[config.mk]
export PLATFORM = sky130hd
export DESIGN_NAME = alu_serial_exec
export DESIGN_NICKNAME = d
export VERILOG_FILES = /design/src/rtl/alu_serial_exec_pkg.sv /design/src/rtl/alu_serial_exec_lut.sv /design/src/rtl/alu_serial_exec.sv
export SDC_FILE = /design/constraint.sdc
export NUM_CORES = 1
export LEC_CHECK = 0
export ABC_AREA = 1
export ABC_CLOCK_PERIOD_IN_PS = 4000
export CAP_MARGIN = 0
export CORE_AREA = 2 2 114 116
export DETAILED_ROUTE_END_ITERATION = 16
export DIE_AREA = 0 0 116 118
export PLACE_DENSITY = 0.75
export SLEW_MARGIN = 20
export SYNTH_ARGS = -nofsm -noshare
export SYNTH_HDL_FRONTEND = slang
export SYNTH_SLANG_ARGS = --single-unit
[constraint.sdc]
create_clock -name clk -period 4 [get_ports clk]
set_clock_uncertainty 0.2 [all_clocks]
set_input_delay 0.8 -clock clk [delete_from_list [all_inputs] [get_ports clk]]
set_output_delay 0.8 -clock clk [all_outputs]
set_load 0.05 [all_outputs]
[src/rtl/alu_serial_exec_pkg.sv]
// Shared definitions for the serial ALU execution stage and ALUcontrolLUT.
// Holds the ALU command encodings, the LUT muxindex values and the FSM
// state encodings. The control LUT and the benches use it as well.
package alu_serial_exec_pkg;

    typedef enum logic [2:0] {
        CMD_ADD  = 3'b000,
        CMD_SUB  = 3'b001,
        CMD_XOR  = 3'b010,
        CMD_SLT  = 3'b011,
        CMD_AND  = 3'b100,
        CMD_NAND = 3'b101,
        CMD_NOR  = 3'b110,
        CMD_OR   = 3'b111
    } cmd_e;

    // Datapath select driven by ALUcontrolLUT
    localparam logic [2:0] MUX_ADD = 3'd0;  // ADD, SUB
    localparam logic [2:0] MUX_XOR = 3'd1;
    localparam logic [2:0] MUX_SLT = 3'd2;
    localparam logic [2:0] MUX_AND = 3'd3;  // AND, NAND
    localparam logic [2:0] MUX_OR  = 3'd4;  // OR, NOR

    typedef enum logic [1:0] {
        ST_IDLE = 2'd0,
        ST_EXEC = 2'd1,
        ST_DONE = 2'd2
    } state_e;

endpackage

[src/rtl/alu_serial_exec_lut.sv]
// ALUcontrolLUT: decodes a 3-bit ALU command into datapath controls.
// Ports:
//   command            in  3  ALU command
//   muxindex           out 3  datapath select (MUX_*)
//   invertB            out 1  invert operand B and preset the carry-in (SUB/SLT)
//   setFlag            out 1  carryout/overflow are meaningful (ADD/SUB/SLT)
//   secondaryOperation out 1  invert the logic result (NAND/NOR)
module ALUcontrolLUT
    import alu_serial_exec_pkg::*;
(
    input  logic [2:0] command,
    output logic [2:0] muxindex,
    output logic       invertB,
    output logic       setFlag,
    output logic       secondaryOperation
);

    always_comb begin
        muxindex           = MUX_ADD;
        invertB            = 1'b0;
        setFlag            = 1'b0;
        secondaryOperation = 1'b0;
        case (cmd_e'(command))
            CMD_ADD: setFlag = 1'b1;
            CMD_SUB: begin
                invertB = 1'b1;
                setFlag = 1'b1;
            end
            CMD_XOR: muxindex = MUX_XOR;
            CMD_SLT: begin
                muxindex = MUX_SLT;
                invertB  = 1'b1;
                setFlag  = 1'b1;
            end
            CMD_AND: muxindex = MUX_AND;
            CMD_NAND: begin
                muxindex           = MUX_AND;
                secondaryOperation = 1'b1;
            end
            CMD_NOR: begin
                muxindex           = MUX_OR;
                secondaryOperation = 1'b1;
            end
            CMD_OR: muxindex = MUX_OR;
            default: ;
        endcase
    end

endmodule

[src/rtl/alu_serial_exec.sv]
// alu_serial_exec: multi-cycle ALU that evaluates SLICE bits per cycle, LSB first.
// Ports:
//   clk, reset                    clock, synchronous active-high reset
//   cmdValid/cmdReady             request handshake
//   command, operandA, operandB   request payload, sampled on accept
//   resultValid/resultReady       result handshake
//   result, carryout, overflow, zero   registered outputs, updated on DONE entry
module alu_serial_exec
    import alu_serial_exec_pkg::*;
#(
    parameter int WIDTH = 32,
    parameter int SLICE = 8
) (
    input  logic             clk,
    input  logic             reset,
    input  logic             cmdValid,
    output logic             cmdReady,
    input  logic [2:0]       command,
    input  logic [WIDTH-1:0] operandA,
    input  logic [WIDTH-1:0] operandB,
    output logic             resultValid,
    input  logic             resultReady,
    output logic [WIDTH-1:0] result,
    output logic             carryout,
    output logic             overflow,
    output logic             zero
);

    localparam int NSLICE = WIDTH / SLICE;
    localparam int CNT_W  = (NSLICE > 1) ? $clog2(NSLICE) : 1;

    if (WIDTH % SLICE != 0) begin : g_width_check
        $error("alu_serial_exec: WIDTH must be a multiple of SLICE");
    end

    state_e             state;
    logic [2:0]         cmd_q;
    logic [WIDTH-1:0]   a_q;
    logic [WIDTH-1:0]   b_q;
    logic [WIDTH-1:0]   work_q;
    logic               carry_q;
    logic [CNT_W-1:0]   slice_count;

    logic [2:0]         muxindex;
    logic               invert_b;
    logic               set_flag;
    logic               secondary_op;

    ALUcontrolLUT u_lut (
        .command            (cmd_q),
        .muxindex           (muxindex),
        .invertB            (invert_b),
        .setFlag            (set_flag),
        .secondaryOperation (secondary_op)
    );

    logic [SLICE-1:0]   a_s;
    logic [SLICE-1:0]   b_x;
    logic               carry_in;
    logic [SLICE:0]     sum;
    logic               c_into_msb;
    logic               ovf;
    logic               slt_bit;
    logic [SLICE-1:0]   slice_out;
    logic [WIDTH-1:0]   work_shift;
    logic [WIDTH-1:0]   final_res;
    logic               last_slice;

    always_comb begin
        a_s = a_q[SLICE-1:0];
        b_x = b_q[SLICE-1:0] ^ {SLICE{invert_b}};
        // The first slice takes invertB as carry-in (two's complement +1 for SUB/SLT)
        carry_in   = (slice_count == '0) ? invert_b : carry_q;
        sum        = {1'b0, a_s} + {1'b0, b_x} + (SLICE+1)'(carry_in);
        c_into_msb = a_s[SLICE-1] ^ b_x[SLICE-1] ^ sum[SLICE-1];
        ovf        = c_into_msb ^ sum[SLICE];
        slt_bit    = sum[SLICE-1] ^ ovf;

        case (muxindex)
            MUX_ADD, MUX_SLT: slice_out = sum[SLICE-1:0];
            MUX_XOR:          slice_out = a_s ^ b_x;
            MUX_AND:          slice_out = a_s & b_x;
            MUX_OR:           slice_out = a_s | b_x;
            default:          slice_out = '0;
        endcase
        if (secondary_op) begin
            slice_out = ~slice_out;
        end

        // Result fills from the top; after NSLICE shifts slice 0 sits at bit 0
        work_shift = (work_q >> SLICE) | (WIDTH'(slice_out) << (WIDTH - SLICE));
        final_res  = (muxindex == MUX_SLT) ? WIDTH'(slt_bit) : work_shift;
        last_slice = (slice_count == CNT_W'(NSLICE - 1));
    end

    always_ff @(posedge clk) begin
        if (reset) begin
            state       <= ST_IDLE;
            cmdReady    <= 1'b0;
            resultValid <= 1'b0;
            result      <= '0;
            carryout    <= 1'b0;
            overflow    <= 1'b0;
            zero        <= 1'b0;
            cmd_q       <= 3'b000;
            a_q         <= '0;
            b_q         <= '0;
            work_q      <= '0;
            carry_q     <= 1'b0;
            slice_count <= '0;
        end else begin
            case (state)
                ST_IDLE: begin
                    cmdReady <= 1'b1;
                    if (cmdValid && cmdReady) begin
                        cmd_q       <= command;
                        a_q         <= operandA;
                        b_q         <= operandB;
                        work_q      <= '0;
                        carry_q     <= 1'b0;
                        slice_count <= '0;
                        cmdReady    <= 1'b0;
                        state       <= ST_EXEC;
                    end
                end
                ST_EXEC: begin
                    a_q         <= a_q >> SLICE;
                    b_q         <= b_q >> SLICE;
                    work_q      <= work_shift;
                    carry_q     <= sum[SLICE];
                    slice_count <= slice_count + CNT_W'(1);
                    if (last_slice) begin
                        result      <= final_res;
                        carryout    <= set_flag & sum[SLICE];
                        overflow    <= set_flag & ovf;
                        zero        <= (final_res == '0);
                        resultValid <= 1'b1;
                        state       <= ST_DONE;
                    end
                end
                ST_DONE: begin
                    if (resultReady) begin
                        resultValid <= 1'b0;
                        cmdReady    <= 1'b1;
                        state       <= ST_IDLE;
                    end
                end
                default: begin
                    state    <= ST_IDLE;
                    cmdReady <= 1'b1;
                end
            endcase
        end
    end

endmodule

==> summary.md, run 1 <==
| Metric | Value |
|---|---|
| Final setup vio count | 0 |
| Vias in the first global route | 5563 |
| Period utilization | 82.4% |
| Clock transition at path regs | 60 ps |
| CTS Sinks | 133 |
| Arr. time, crit path | 3440 ps |
| R2r startpoint | cmd_q[2] |
| FMAX | 0.303 GHz |
| Detailed Routing Iterations Pass 1 | 5 |
| H-tree levels | 4 |
| Yosys warnings | 0 |
| Register area share after synthesis | 43.6% |
| Most common cell on crit path | nand3_1 |
| Leak pwr | 3.20 nW |
| Crit Path Class | reg -> reg |
| Tot GR Track Use | 24.6% |
| Worst slack at placement | 765 ps |
| Vias | 5919 |
| Final max-slew violation count | 0 |
| DR DRC count | 0 |
| Clock insertion delay at the later pin of the skew report | 420 ps |
| EDFF count, synth | 0 |
| Crit path cell chain | inv_4, nand2_1, xor2_1, inv_1, fa_1, fa_1, or2_2, nand3_1, nand3_1, nand3_1, nand3_1, nor2_1, nand3_1, a21oi_1 |
| # Post-CTS Setup Buffers | 0 |
| Top_reg_cell synth | dfxtp_1 |
| Final worst slack | 703 ps |
| Pwr Total | 3.65 mW |
| Simple-Gate Fraction of Synth Area | 22.9% |
| Fraction of registers with async set/reset | 0% |
| Initial antenna violation count | 0 |
| Ratio of cells with drive above 1 in the final layout | 5.84% |
| CTS root buffer | clkbuf_16 |
| First-pass GRT wire length | 27.0 mm |
| Num ports | 108 |
| Horiz. Die Dim | 116 um |
| CP peak stage delay | 570 ps |
| Clock tree buffer depth | 2 |
| Final net count | 1020 |
| Largest net degree at the start of global routing | 98 |
| Slew @ Worst Pin | 795 ps |
| CTS-repair resized insts | 0 |
| Area grow syn2layout | 28.3% |
| Cells after synthesis | 849 |
| Startpoint Class | flop |
| CTS tree | built |
| Flop2flop setup slack | 700 ps |
| Row count | 41 |
| Post-Synth Adder-Cell Area | 4.34% |
| Mux cell area share after synthesis | 0% |
| I/O Buffers | 107 |
| Max-slew headroom | 47.0% |
| Largest family of logic cells by synthesized area | simple AND/OR/NAND/NOR gates |
| Starting density of the core | 49.2% |
| Critical path endpoint category | flop |
| Drt initial violations | 448 |
| Post-layout min period | 3300 ps |
| Net Count, Synth | 940 |
| Post-DP HPWL | 10.5 mm |
| Power per cell area | 466 nW/um2 |
| Total negative slack | 0 ps |
| Worst min-delay path startpoint | b_q[26] |
| VDD IR max | 0.322 mV |
| Result of the run | complete, no violations |
| Core Region | 12400 um2 |
| CP max FO | 9 |
| Max cap viols | 0 |
| Hold Fails Final Rpt | 0 |
| XOR/XNOR share of the synthesized area | 1.29% |
| Global route overflow | 0 |
| Die Y | 118 um |
| Antenna diodes | 0 |
| Avg Cell Area, Syn | 7.20 um2 |
| Post-synthesis cell type count | 32 |
| Fill count | 1162 |
| Synthesized cell area | 6110 um2 |
| Post-synthesis compound-gate area fraction | 21.1% |
| DR WL/cell | 14.5 um |
| TritonCTS Buffers | 17 |
| Worst setup path startpoint | cmd_q[2] |
| Hold-fix buffers at CTS | 0 |
| Worst endpoint required time | 4140 ps |
| Routed wire length | 16.2 mm |
| RSZ-0062 raised after global routing | no |
| Crit-path slowest cell | dfxtp_1 |
| #FFs+latches synth | 133 |
| Vias per cell | 5.31 |
| Antenna Nets Post-Route | 0 |
| Worst hold path type | reg -> reg |
| Die ar. | 13700 um2 |
| Placer congestion estimate | 0.900 |
[final timing paths]
kind                   to  cells after the start
hold reg to reg   b_q[26]                      2
setup reg to reg     zero                     14
setup / recovery     zero                     14
hold / removal    b_q[26]                      2
[final cells by class]
class | instances | area [um2] | share of cell area (%)
multi-input combinational | 610 | 3040 | 38.7
sequential | 133 | 2660 | 34.0
timing repair buffer | 116 | 1150 | 14.6
clock buffer | 23 | 458 | 5.84
tap | 172 | 215 | 2.74
inverter | 51 | 195 | 2.49
clock inverter | 9 | 128 | 1.63
[metrics by stage]
stage	utilization, %	hold slack, ps	instance area, um2	std cells
5_1_grt	63.2	279	7840	1114
3_3_place_gp	58.4	249	7260	1082
3_5_place_dp	58.4	253	7260	1082
2_1_floorplan	-	241	6110	849
6_report	63.2	259	7840	1114
4_1_cts	63.2	261	7840	1114
[sequential cells by signal, indices dropped and copies added, names as in the netlist]
register / count
a_q: 32
b_q: 32
result: 32
work_q: 24
cmd_q: 3
slice_count: 2
state: 2
carry_q: 1
carryout: 1
cmdReady: 1
overflow: 1
resultValid: 1
zero: 1
[metal layers]
metal	routed length [um]	vias up	track usage, %
li1	-	3004	-
met1	7980	2736	35.3
met2	7220	150	36.5
met3	681	29	4.53
met4	313	0	9.30
met5	0	-	0
[where the power goes]
group | switching [mW] | internal (mW) | total, mW
Combinational | 0.383 | 0.247 | 0.629
Sequential | 0.0599 | 1.41 | 1.47
Clock | 0.564 | 0.993 | 1.56
[cell usage after synthesis (all sizes together), types with 3 or more instances]
master,n,area [um2]
a21oi,92,472
a31oi,48,300
buf,9,50.0
clkbuf,46,173
dfxtp,133,2660
ha,18,225
inv,50,190
nand2,246,926
nand3,47,248
nand4,6,37.5
nor2,35,149
nor3,3,15.0
o21ai,94,470
o22ai,5,31.3
xor2,9,78.8
[cells in the final DEF, fill, tap and decap left out, drive strengths merged, types with 6 or more instances in the layout]
master / Yosys / routed
nand2: 246 / 246
dfxtp: 133 / 133
clkdlybuf4s50: 0 / 106
o21ai: 94 / 94
a21oi: 92 / 92
inv: 50 / 50
a31oi: 48 / 48
nand3: 47 / 47
nor2: 35 / 35
clkbuf: 46 / 23
ha: 18 / 18
buf: 9 / 10
xor2: 9 / 9
clkinv: 1 / 7
nand4: 6 / 6
[worst max-delay path: cells and delay by family, from the launching register on]
kind | cells | cell delay, ps
xor+xnor | 1 | 190
buf+inv | 2 | 190
flops | 1 | 570
simple gates | 8 | 1040
fa+ha+maj | 2 | 890
compound gates | 1 | 130
[cells by family after synthesis]
group / count (synthesis)
simple gates: 340
flops: 133
buf+inv: 106
xor+xnor: 9
compound gates: 241
fa+ha+maj: 20
No activity file was read; power rests on OpenSTA's default activity.
==> inputs of run 2 (changes only) <==
ABC_CLOCK_PERIOD_IN_PS = 2700   (was 4000)
CORE_AREA = 2 2 116 118   (was 2 2 114 116)
DIE_AREA = 0 0 118 120   (was 0 0 116 118)
PLACE_DENSITY = 0.76   (was 0.75)
clock period = 2.7 ns   (was 4 ns; I/O delays follow)
==> run 2 against run 1 <==
- the flow now finishes with violations (negative setup slack)
- first-iteration DRC count up 19%
- wire length up 3.9%
- total power up 53%
- critical path depth unchanged
- flip-flop and latch count unchanged
- clock-buffer cell count unchanged
- cell count up 3.0%
- via count up 2.0%
- worst setup slack worse by 720 ps
- critical path type unchanged
- largest cell class unchanged
==> summary.md, run 2 (synthesized netlist as in run 1, its figures left out) <==
| Metric | Value |
|---|---|
| Critical path endpoint category | flop |
| Regs by FF count | a_q: 32 flops, b_q: 32 flops, result: 32 flops |
| CTS root buffer | clkbuf_16 |
| Power per cell area | 673 nW/um2 |
| Clock transition at path regs | 60 ps |
| WHS Endpoint | b_q[28] |
| Final setup vio count | 2 |
| Num ports | 108 |
| Most common cell on crit path | nand3_2 |
| Leak pwr | 3.38 nW |
| Core Region | 13000 um2 |
| Clock tree buffer depth | 2 |
| Placement-stage cell area | 7460 um2 |
| Vias | 6039 |
| Largest net degree at the start of global routing | 85 |
| Initial antenna violation count | 0 |
| Startpoint Class | flop |
| Fill count | 1126 |
| Post-DP HPWL | 10.9 mm |
| Die Y | 120 um |
| Detailed Routing Iterations Pass 1 | 5 |
| Hold Fails Final Rpt | 0 |
| Horiz. Die Dim | 118 um |
| Most common cell after layout, fill and taps aside | nand2_1 |
| Period utilization | 100% |
| WP buf/inv | 2 |
| Vias per cell | 5.27 |
| Final max-slew violation count | 0 |
| CP peak stage delay | 410 ps |
| Crit path cell chain | inv_8, nand2_8, xor2_4, inv_2, fa_2, fa_2, or2_4, nand3_4, nand3_2, nand3_2, nand3_2, nor2_2, nand3_2, a21oi_2 |
| Grt met2 use | 38.5% |
| H-tree levels | 4 |
| Post-route cell area | 8280 um2 |
| Worst endpoint required time | 2840 ps |
| Crit Path Class | reg -> reg |
| Final net count | 1049 |
| Worst min-delay path startpoint | b_q[28] |
| DR DRC count | 0 |
| First-pass GRT wire length | 27.4 mm |
| WHS | 258 ps |
| GRT busiest layer | met2 |
| FMAX | 0.369 GHz |
| Worst hold path type | reg -> reg |
| Antenna Nets Post-Route | 0 |
| Placer congestion estimate | 1.00 |
| TritonCTS Buffers | 17 |
| CTS tree | built |
| Area grow syn2layout | 35.6% |
| Failing checks | negative setup slack |
| VDD IR max | 0.452 mV |
| DR WL/cell | 14.7 um |
| Crit-path slowest cell | fa_2 |
| Met1 Use GR | 30.9% |
| R2r startpoint | cmd_q[2] |
| Die ar. | 14200 um2 |
| Tot GR Track Use | 23.8% |
| RSZ-0062 raised after global routing | yes |
| Global route overflow | 0 |
| Worst slack at placement | -57.3 ps |
| Most frequent cells in the layout | 240 x nand2_1, 128 x dfxtp_1, 106 x clkdlybuf4s50_1 |
| Antenna diodes | 0 |
| Flop2flop setup slack | -10 ps |
| I/O Buffers | 107 |
| Slew @ Worst Pin | 568 ps |
| Worst Hold Path Cells | 2 |
| Routed wire length | 16.8 mm |
| CP max FO | 4 |
| Final worst slack | -13.2 ps |
| CTS Sinks | 133 |
| Max cap viols | 0 |
| Clock insertion delay at the later pin of the skew report | 420 ps |
| Starting density of the core | 47.1% |
| Row count | 42 |
| Drt initial violations | 531 |
| Vias in the first global route | 5788 |
| Post-layout min period | 2710 ps |
| Worst R2R End | zero |
| Met3 Use GR | 5.47% |
| Ratio of cells with drive above 1 in the final layout | 12.8% |
| Cell depth of the worst flop-to-flop path | 14 |
| Result of the run | finished, violations left |
| Arr. time, crit path | 2860 ps |
| Max-slew headroom | 62.0% |
| Top delay family on crit path | simple AND/OR/NAND/NOR gates |
run 2: cell count changes in the layout (fill, tap and decap cells not counted), sizes merged:
cell and delta:
bufinv -1, clkinvlp +1, buf +29
run 2: worst register-to-register path: cells and delay by family, from the launching register on:
family / cells / cell delay (ps)
xor gates and xnor gates: 1 / 160
and+or+nand+nor: 8 / 920
AOI/OAI and AO/OA: 1 / 130
buffers and inverters: 2 / 100
adders and majority gates: 2 / 770
DFF: 1 / 370
run 2: stage by stage:
step / setup TNS [ps] / utilization, % / total power [mW] / std cells
after floorplan: 0 / - / 2.85 / 849
after global placement: 0 / 57.5 / 3.20 / 1105
after detailed placement: -57.3 / 57.5 / 3.22 / 1105
after CTS: 0 / 62.4 / 5.49 / 1140
after global routing: -270 / 63.8 / 5.82 / 1147
final: -20.1 / 63.8 / 5.58 / 1147
run 2: power by group:
part           switching, mW  internal, mW
clock                  0.830          1.42
combinational          0.642         0.505
sequential            0.0901          2.08
total                   1.56          4.01
run 2: repair_timing:
action,in CTS,in global routing
setup endpoints to repair,1,7
pin swaps,7,13
hold buffers,0,0
gates resized for setup,11,29
hold endpoints to repair,0,0
buffers inserted,3,7
run 2: metal layers:
layer  vias to the layer above  share of wire, %  wire length [um]
li1                       3053                 -                 -
met1                      2756                45              7570
met2                       190                47              7930
met3                        40               5.5               920
met4                         0               2.4               404
met5                         -                 0                 0
run 2: area by class of cell:
cell class / instances / area (um2) / share of cell area [%]
multi-input cells: 610 / 3220 / 38.9
flip-flops and latches: 133 / 2670 / 32.3
repair buffers: 145 / 1390 / 16.8
clock buffers: 23 / 478 / 5.77
well taps: 176 / 220 / 2.66
inverters: 51 / 200 / 2.42
clock inverters: 9 / 101 / 1.22
run 2: how the worst max path moves through the flow:
stage,startpoint,endpoint,slack (ps),cells past startpoint
final,cmd_q[2],zero,-10,14
after global routing,slice_count[1],zero,-140,14
after CTS,cmd_q[2],zero,0.03,17
after detailed placement,cmd_q[0],zero,-60,16
after global placement,cmd_q[0],zero,10,13
after floorplan,cmd_q[2],zero,40,15
